==> src/rtl/conv_layer_input_controller.sv <==
// conv_layer_input_controller: sequencing FSM for the conv layer's three-bank input row cache
// Fetches image rows from a 1-cycle-latency pixel ROM and steers the cache through
// preload (rows 0-2), kernel shift over the three banks, and single-row load.
// Ports:
//   clk, rst_n        clock; asynchronous active-low reset
//   cmd               0 idle, 1 preload start, 2 shift start, 3 load start
//   ack               one-cycle completion code (1 preload, 2 shift, 3 load fin)
//   current_state     cache state: 0 INIT 1 PRELOAD 2 ROW_0 3 ROW_1 4 ROW_2 5 BIAS 6 LOAD 7 IDLE
//   read_index        pixel slot index; 5'h1F is the prefetch slot (no cache write)
//   preload_cycle     preload row counter
//   array_idx         bank select; 3 selects the zero bus
//   shift_idx         shift position within a ROW state
//   rom_addr, rom_en  pixel ROM read port
//   image_done        every image row has been fetched
// Build option: define CONV_INPUT_CTRL_BIAS_EN to insert a one-cycle BIAS state after ROW_2.
module conv_layer_input_controller #(
  parameter int IMAGE_SIZE  = 8,
  parameter int KERNEL_SIZE = 3,
  parameter int ADDR_WIDTH  = 6
) (
  input  logic                  clk,
  input  logic                  rst_n,
  input  logic [1:0]            cmd,
  output logic [1:0]            ack,
  output logic [2:0]            current_state,
  output logic [4:0]            read_index,
  output logic [1:0]            preload_cycle,
  output logic [1:0]            array_idx,
  output logic [1:0]            shift_idx,
  output logic [ADDR_WIDTH-1:0] rom_addr,
  output logic                  rom_en,
  output logic                  image_done
);
  localparam int RPW = $clog2(IMAGE_SIZE + 1);
  localparam logic [4:0] PREFETCH = 5'h1F;
  localparam logic [4:0] LAST_SLOT = 5'(IMAGE_SIZE - 1);
  localparam logic [4:0] END_SLOT = 5'(IMAGE_SIZE);
  localparam logic [1:0] LAST_SHIFT = 2'(KERNEL_SIZE - 1);
  // Command codes double as the matching completion codes on ack.
  localparam logic [1:0] OP_PRELOAD = 2'd1;
  localparam logic [1:0] OP_SHIFT = 2'd2;
  localparam logic [1:0] OP_LOAD = 2'd3;
  typedef enum logic [2:0] {
    S_INIT, S_PRELOAD, S_ROW_0, S_ROW_1, S_ROW_2, S_BIAS, S_LOAD, S_IDLE
  } state_t;
  state_t state_q, state_d;
  logic [1:0] ack_q, ack_d;
  logic [4:0] read_index_q, read_index_d;
  logic [1:0] preload_cycle_q, preload_cycle_d;
  logic [1:0] array_idx_q, array_idx_d;
  logic [1:0] shift_idx_q, shift_idx_d;
  logic [ADDR_WIDTH-1:0] rom_addr_q, rom_addr_d;
  logic rom_en_q, rom_en_d;
  logic [RPW-1:0] row_ptr_q, row_ptr_d, row_ptr_inc;
  logic image_done_q, image_done_d;
  logic preloaded_q, preloaded_d;
  logic armed_q, armed_d;
  logic [ADDR_WIDTH-1:0] row_base, fetch_addr;
  logic [4:0] next_slot;
  logic fetch_en;
  assign row_base = ADDR_WIDTH'(row_ptr_q) * ADDR_WIDTH'(IMAGE_SIZE);
  assign row_ptr_inc = (row_ptr_q == RPW'(IMAGE_SIZE)) ? row_ptr_q : row_ptr_q + 1'b1;
  assign next_slot = (read_index_q == PREFETCH) ? 5'd0 : read_index_q + 5'd1;
  // The ROM is read one slot ahead so pixel k's data lands during slot k;
  // the last slot of a row therefore issues no read.
  assign fetch_en = next_slot < LAST_SLOT;
  assign fetch_addr = row_base + ADDR_WIDTH'(next_slot) + ADDR_WIDTH'(1);
  always_comb begin
    state_d = state_q;
    ack_d = 2'd0;
    read_index_d = 5'd0;
    preload_cycle_d = 2'd0;
    array_idx_d = 2'd3;
    shift_idx_d = 2'd0;
    rom_addr_d = '0;
    rom_en_d = 1'b0;
    row_ptr_d = row_ptr_q;
    image_done_d = image_done_q;
    preloaded_d = preloaded_q;
    armed_d = armed_q;
    case (state_q)
      S_INIT: state_d = S_IDLE;
      S_IDLE: begin
        if (cmd == 2'd0) begin
          armed_d = 1'b1;
        end else if (armed_q) begin
          // Any accepted-or-dropped command disarms until cmd returns to 0.
          armed_d = 1'b0;
          if (cmd == OP_PRELOAD) begin
            state_d = S_PRELOAD;
            row_ptr_d = '0;
            preloaded_d = 1'b0;
            image_done_d = 1'b0;
            read_index_d = PREFETCH;
            rom_en_d = 1'b1;
          end else if (cmd == OP_SHIFT && preloaded_q) begin
            state_d = S_ROW_0;
            array_idx_d = 2'd0;
          end else if (cmd == OP_LOAD && preloaded_q && !image_done_q) begin
            state_d = S_LOAD;
            read_index_d = PREFETCH;
            rom_en_d = 1'b1;
            rom_addr_d = row_base;
          end
        end
      end
      S_PRELOAD: begin
        preload_cycle_d = preload_cycle_q;
        if (read_index_q == END_SLOT) begin
          // preload_cycle 3 marks the terminal slot of row 2 (no cache shift).
          if (preload_cycle_q == 2'd3) begin
            state_d = S_IDLE;
            preloaded_d = 1'b1;
            ack_d = OP_PRELOAD;
            preload_cycle_d = 2'd0;
          end else begin
            preload_cycle_d = preload_cycle_q + 2'd1;
            read_index_d = PREFETCH;
            rom_en_d = 1'b1;
            rom_addr_d = row_base;
          end
        end else if (read_index_q == LAST_SLOT) begin
          row_ptr_d = row_ptr_inc;
          read_index_d = END_SLOT;
          preload_cycle_d = (preload_cycle_q == 2'd2) ? 2'd3 : preload_cycle_q;
        end else begin
          read_index_d = next_slot;
          rom_en_d = fetch_en;
          rom_addr_d = fetch_en ? fetch_addr : '0;
        end
      end
      S_LOAD: begin
        if (read_index_q == LAST_SLOT) begin
          state_d = S_IDLE;
          ack_d = OP_LOAD;
          row_ptr_d = row_ptr_inc;
          image_done_d = row_ptr_inc == RPW'(IMAGE_SIZE);
        end else begin
          read_index_d = next_slot;
          rom_en_d = fetch_en;
          rom_addr_d = fetch_en ? fetch_addr : '0;
        end
      end
      S_ROW_0, S_ROW_1, S_ROW_2: begin
        array_idx_d = array_idx_q;
        shift_idx_d = shift_idx_q + 2'd1;
        if (shift_idx_q == LAST_SHIFT) begin
          shift_idx_d = 2'd0;
          if (state_q == S_ROW_0) begin
            state_d = S_ROW_1;
            array_idx_d = 2'd1;
          end else if (state_q == S_ROW_1) begin
            state_d = S_ROW_2;
            array_idx_d = 2'd2;
          end else begin
            array_idx_d = 2'd3;
`ifdef CONV_INPUT_CTRL_BIAS_EN
            state_d = S_BIAS;
`else
            state_d = S_IDLE;
            ack_d = OP_SHIFT;
`endif
          end
        end
      end
      S_BIAS: begin
        state_d = S_IDLE;
        ack_d = OP_SHIFT;
      end
      default: state_d = S_IDLE;
    endcase
  end
  always_ff @(posedge clk or negedge rst_n) begin
    if (!rst_n) begin
      state_q <= S_INIT;
      ack_q <= 2'd0;
      read_index_q <= 5'd0;
      preload_cycle_q <= 2'd0;
      array_idx_q <= 2'd3;
      shift_idx_q <= 2'd0;
      rom_addr_q <= '0;
      rom_en_q <= 1'b0;
      row_ptr_q <= '0;
      image_done_q <= 1'b0;
      preloaded_q <= 1'b0;
      armed_q <= 1'b1;
    end else begin
      state_q <= state_d;
      ack_q <= ack_d;
      read_index_q <= read_index_d;
      preload_cycle_q <= preload_cycle_d;
      array_idx_q <= array_idx_d;
      shift_idx_q <= shift_idx_d;
      rom_addr_q <= rom_addr_d;
      rom_en_q <= rom_en_d;
      row_ptr_q <= row_ptr_d;
      image_done_q <= image_done_d;
      preloaded_q <= preloaded_d;
      armed_q <= armed_d;
    end
  end
  assign current_state = state_q;
  assign ack = ack_q;
  assign read_index = read_index_q;
  assign preload_cycle = preload_cycle_q;
  assign array_idx = array_idx_q;
  assign shift_idx = shift_idx_q;
  assign rom_addr = rom_addr_q;
  assign rom_en = rom_en_q;
  assign image_done = image_done_q;
endmodule
==> config.mk <==
export PLATFORM = sky130hd
export DESIGN_NAME = conv_layer_input_controller
export DESIGN_NICKNAME = d
export VERILOG_FILES = /design/src/rtl/conv_layer_input_controller.sv
export SDC_FILE = /design/constraint.sdc
export NUM_CORES = 1
export LEC_CHECK = 0
export CORE_MARGIN = 4
export CORE_UTILIZATION = 40
export CTS_CLUSTER_DIAMETER = 80
export DETAILED_ROUTE_END_ITERATION = 7
export GPL_TIMING_DRIVEN = 0
export PLACE_DENSITY_LB_ADDON = 0.05
export SETUP_SLACK_MARGIN = 0.15
export SYNTH_ARGS = -nofsm -noshare
export SYNTH_HDL_FRONTEND = slang
export SYNTH_SLANG_ARGS = --single-unit
==> constraint.sdc <==
create_clock -name clk -period 2.65 [get_ports clk]
set_input_delay 0.6625 -clock clk [delete_from_list [all_inputs] [get_ports clk]]
set_output_delay 0.6625 -clock clk [all_outputs]
set_load 0.005 [all_outputs]
# Word level (Yosys, flattened, before mapping)
# Cells that the tools add are included.
# op_classes
add_sub_neg	6
order_cmp	1
n_eq_ne	29
n_mux	80
reduce_logical	16
# ops
cell	count
$mux 6	9
$mux 5	10
$mux 2	18
$mux 3	10
$mux 4	6
$mux 1	18
$pmux 6 s3	1
$ne 2x2->1 const B	8
$pmux 3 s5	1
$pmux 5 s3	1
$eq 3x3->1 const B	4
$pmux 4 s3	1
$eq 2x2->1 const B	5
$reduce_and 5->1	2
$eq 4x4->1 const B	2
$pmux 2 s4	1
$reduce_and 7->1	1
$add 6x1->6 const B	1
$add 6x5->6	1
$eq 3x2->1 const B	2
$ne 3x3->1 const B	2
$reduce_and 6->1	1
$add 5x1->5 const B	1
$eq 5x3->1 const B	1
other kinds (20)	25
# totals
regBits	30
inputBits	4
output_inout_bits	24

# Longest topological paths before layout
# Gate-level depths: netlist of run 1.
# logic_depth
ltp_word	9
mapped_depth	10
mapped_depth_nobuf	10

# Worst setup path after synthesis of run 1
# No wires, ideal clock.
# synth_path
kind	flip-flop to flip-flop
from	reg read_index_q[1], in the netlist read_index[1]
to	reg rom_addr_q[4], in the netlist rom_addr[4]
setup_time_ps	135
arrival_time_ps	1960
setup_slack_ps	555
stages_incl_launch_ff	10
n_path_buf	0
synth_period_minus_slack_ps	2095
path_cell_list	dfrtp_1 ha_1 and3_1 ha_1 nor2b_1 mux2_2 ha_1 a31oi_1 xor2_1 o22ai_1
# synth_between
elab_chain_len	8
word_cells_on_any_way	12
classes_between	add/sub (3); order compare (1); eq/ne (3); mux (5)
# synth_lines
item	line_no	rtl
from (decl)	48	logic [4:0] read_index_q, read_index_d;
from (signal assigned)	190	read_index_q <= read_index_d;
$add 5x1->5 or $eq 5x5->1 (tied branches)	63	assign next_slot = (read_index_q == PREFETCH) ? 5'd0 : read_index_q + 5'd1;
$mux 5	63	
$add 6x5->6	67	assign fetch_addr = row_base + ADDR_WIDTH'(next_slot) + ADDR_WIDTH'(1);
$add 6x1->6	67	
$mux 6	129, 141	
$mux 6	122, 133	
$mux 6	109	if (read_index_q == END_SLOT) begin
$pmux 6 s3 *	81	case (state_q)
via rom_addr_d[4]	52	logic [ADDR_WIDTH-1:0] rom_addr_q, rom_addr_d;
to (signal assigned)	194	rom_addr_q <= rom_addr_d;
to (decl)	52	
# Mark *: on every way through the listed nets, which the timed path passes. The rest lies on a longest branch.
# A chain may end at the register's enable or synchronous reset.

# Final worst setup path of run 1
# Ends and elaborated chain as after synthesis.

==> results of run 1 <==
[power groups by stage]
| stage | Sequential [mW] | Clock, mW | Combinational, mW |
|---|---|---|---|
| detailed placement | 0.716 | 0 | 1.01 |
| global placement | 0.709 | 0 | 0.991 |
| CTS | 0.707 | 0.443 | 1.02 |
| finish | 0.706 | 0.434 | 1.01 |
| floorplan | 0.699 | 0 | 0.646 |
| global route | 0.727 | 0.464 | 1.13 |
[final cells by class]
cell class | count | area share
timing repair buffer | 27 | 0.119
clock buffer | 8 | 0.0494
sequential | 30 | 0.339
inverter | 9 | 0.0152
multi-input combinational | 146 | 0.436
tap | 52 | 0.0292
buffer | 6 | 0.0129
[critical path, delay by kind of cell (launching register included)]
family                     cells  cell delay [ps]
muxes                          1              300
and+or+nand+nor                2              250
AOI/OAI and AO/OA              2              260
xor gates and xnor gates       1              180
adders and majority gates      3              790
DFF                            1              410
[cells by family (layout without fill, tap and decap cells)]
family	count (synthesis)	after routing
AND/OR/NAND/NOR	80	80
flip-flops	30	30
adder cells (fa/ha/maj)	10	10
buffers and inverters	15	50
AO/OA/AOI/OAI	46	46
multiplexers	5	5
XOR/XNOR	5	5
[through the flow]
| stage | util | cells |
|---|---|---|
| after CTS | 0.513 | 278 |
| after detailed placement | 0.488 | 270 |
| final | 0.512 | 278 |
| after floorplan | - | 191 |
| after global placement | 0.488 | 270 |
| after global routing | 0.512 | 278 |
[cells in the final DEF, fill, tap and decap left out, types with 7 or more instances in the layout]
master,count
nor2_1,20
inv_1,9
dfrtp_1,27
ha_1,10
clkbuf_8,8
nand2_1,23
o21ai_1,7
o21ai_0,10
clkdlybuf4s50_1,26
[routing by layer]
layer / up-vias / global-route usage / wire length, µm
li1: 755 / - / -
met1: 719 / 0.197 / 1850
met2: 33 / 0.255 / 1960
met3: 2 / 0.0454 / 159
met4: 0 / 0.0415 / 15
met5: - / 0 / 0
[sequential cells by signal, summed over array words and instances, names as in the netlist]
register,cells
ack,2
armed_q,1
array_idx,2
current_state,3
image_done,1
preload_cycle,2
preloaded_q,1
read_index,5
rom_addr,6
rom_en,1
row_ptr_q,4
shift_idx,2
[worst max path at each step]
| stage | startpoint | endpoint | slack, ps |
|---|---|---|---|
| 6_report | read_index[1] | rom_addr[4] | 320 |
| 5_1_grt | read_index[1] | rom_addr[4] | 170 |
| 4_1_cts | read_index[1] | rom_addr[4] | 320 |
| 3_5_place_dp | cmd[0] | current_state[1] | 140 |
| 3_3_place_gp | cmd[0] | current_state[1] | 160 |
| 2_1_floorplan | read_index[1] | rom_addr[4] | 560 |
==> summary.md, run 1 <==
| Metric | Value |
|---|---|
| First-pass GRT wire length | `6.70 mm` |
| Worst min path class | `input pin to async pin` |
| Clock Latency Late Sink | `roughly 280 ps` |
| Critical path arrival | `between 2000 and 2500 ps` |
| Fmax | `about 0.43 GHz` |
| Clk_skew | `around 5.7 ps` |
| Largest net degree at the start of global routing | `31` |
| Root Driver | `clkbuf_8` |
| Synth area leader | `dfrtp_1` |
| Starting Density | `0.411` |
| Critical Path Sink Type | `register` |
| Worst reg2reg setup slack | `320 ps` |
| CP Launch Type | `register` |
| Row count | `24` |
| Post-Synthesis Cells | `approximately 190` |
| Simple-gate share of the synthesized area | `0.246` |
| Total gr overflow | `0` |
| Final Cell Area | `2230 µm²` |
| Synthesized net count | `205` |
| Bufs on Longest Clock Path | `2` |
| Fillers | `a little under 400` |
| R2r startpoint | `read_index[1]` |
| GRT Util Overall | `0.155` |
| Starting DRT DRC Count | `between 90 and 100` |
| Sw Share | `0.389` |
| Final WS setup | `roughly 320 ps` |
| Footprint of the multi-input gates | `971 µm²` |
| Worst-margin pin slew | `between 600 and 700 ps` |
| Relative slew slack | `0.550` |
| Pleak | `about 1 nW` |
| Post-synthesis async set-or-reset flop share | `1.00` |
| Post-synth EDFFs | `0` |
| TNS Setup | `0 ps` |
| Post-synth top cells | `27 x dfrtp_1, 23 x nand2_1, 20 x nor2_1` |
| Post-CTS Setup Bufs | `0` |
| Num CTS Buffers | `5` |
| Worst-path fanout max | `5` |
| Pre-antenna DRT Iters | `4` |
| Initial antenna violation count | `0` |
| CP cell instances | `ha_1 > and3_1 > ha_1 > nor2b_1 > mux2_2 > ha_1 > a31oi_1 > xor2_1 > o22ai_1` |
| DRT Wirelength | `3.99 mm` |
| Worst slack at placement | `139 ps` |
| Complex-gate fraction of the synthesized area | `0.172` |
| Number of global-route vias before repair | `1,466` |
| Most used DFF post-synth | `dfrtp_1` |
| Sequential power share | `0.328` |
| Gate power share | `0.471` |
| Outcome | `complete, no violations` |
| Hold buffers post-CTS | `0` |
| HPWL after DPL | `about 3 mm` |
| Crit share post-route | `0.881` |
| Synth Area in XOR/XNOR | `0.0245` |
| Pwr dens | `966 nW/µm²` |
| Max-slew violations | `0` |
| CP dominant cell by count | `ha_1` |
| Synth cell types | `49` |
| Count leader, synth | `dfrtp_1` |
| Int Power | `1.32 mW` |
| Post-Synth Adder-Cell Area | `0.0700` |
| Hold_ws | `417 ps` |
| Flops & latches, synth | `30` |
| CTS H-tree depth | `2` |
| Share of post-route cells with drive strength above 1 | `0.111` |
| Syn Area/Cell | `between 9 and 10 µm²` |
| Routability congestion estimate from global placement | `0.897` |
| Largest family of logic cells by synthesized area | `simple AND/OR/NAND/NOR gates` |
| Max Cap Viol | `0` |
| Total power | `about 2.2 mW` |
| Routed wire per std cell | `14.4 µm` |
| Antenna Nets Post-Route | `0` |
| Vias | `~1,500` |
| CP max-delay cell | `dfrtp_1` |
| Register Area | `approximately 750 µm²` |
| Final hold violation count | `0` |
| Clock slew at reported path FFs | `around 70 ps` |
| IO Pins | `28` |
| Worst r2r path cells | `9` |
| Crit path time final | `around 2300 ps` |
| Diodes inserted | `0` |
| Worst EP required | `between 2000 and 3000 ps` |
| Total placed instance area | `2120 µm²` |
| Post_cts resized | `0` |
| CTS tree | `built` |
| Crit path largest cell delay | `410 ps` |
| Setup-failing EPs final | `0` |
| Register area share after synthesis | `0.422` |
| Synthesized cell area | `~1800 µm²` |
| Core area | `between 4000 and 5000 µm²` |
| DIE WIDTH | `~75 µm` |
| CTS sink cnt | `30` |
| Drt via density | `approximately 5.4` |
| Top-area cell type share of the netlist area | `0.378` |
| Clock Power Share | `0.201` |
| Final #Nets | `~240` |
| Die Height | `roughly 75 µm` |
| Syn-to-layout area delta | `24.6%` |
| Critical path class | `register to register` |
| P_sw | `0.837 mW` |
| Reg2Reg Capture Point | `rom_addr[4]` |
| DIE AREA | `5600 µm²` |
| DRC viols | `0` |
| Mux cell area share after synthesis | `0.0308` |
| Synth warnings | `0` |
| I/O Buffers | `27` |
| Worst VDD drop | `0.497 mV` |
| RSZ-0062 raised after global routing | `false` |
| Area contributors post-synth | `dfrtp_1 38%, ha_1 7.0%, nand2_1 4.8%` |
No activity file was read; power rests on OpenSTA's default activity.
==> run 2, diff against run 1 <==
==> constraint.sdc (replaced) <==
create_clock -name clk -period 2.65 [get_ports clk]
set_input_delay 0.795 -clock clk [delete_from_list [all_inputs] [get_ports clk]]
set_output_delay 0.795 -clock clk [all_outputs]
set_load 0.01 [all_outputs]
==> results of run 2 <==
Same layout as run 1 (identical final DEF). Status: complete, no violations.
Main changes from that run: setup slack after placement 139 ps -> 6.63 ps; clock-pin slew on the worst setup and hold paths 70 ps -> 60 ps; setup slack after layout 315 ps -> 255 ps; hold slack 417 ps -> 495 ps; start point of the critical path read_index[1] -> cmd[0]; end point of the critical path rom_addr[4] -> current_state[1]; total power 2.15 mW -> 2.19 mW
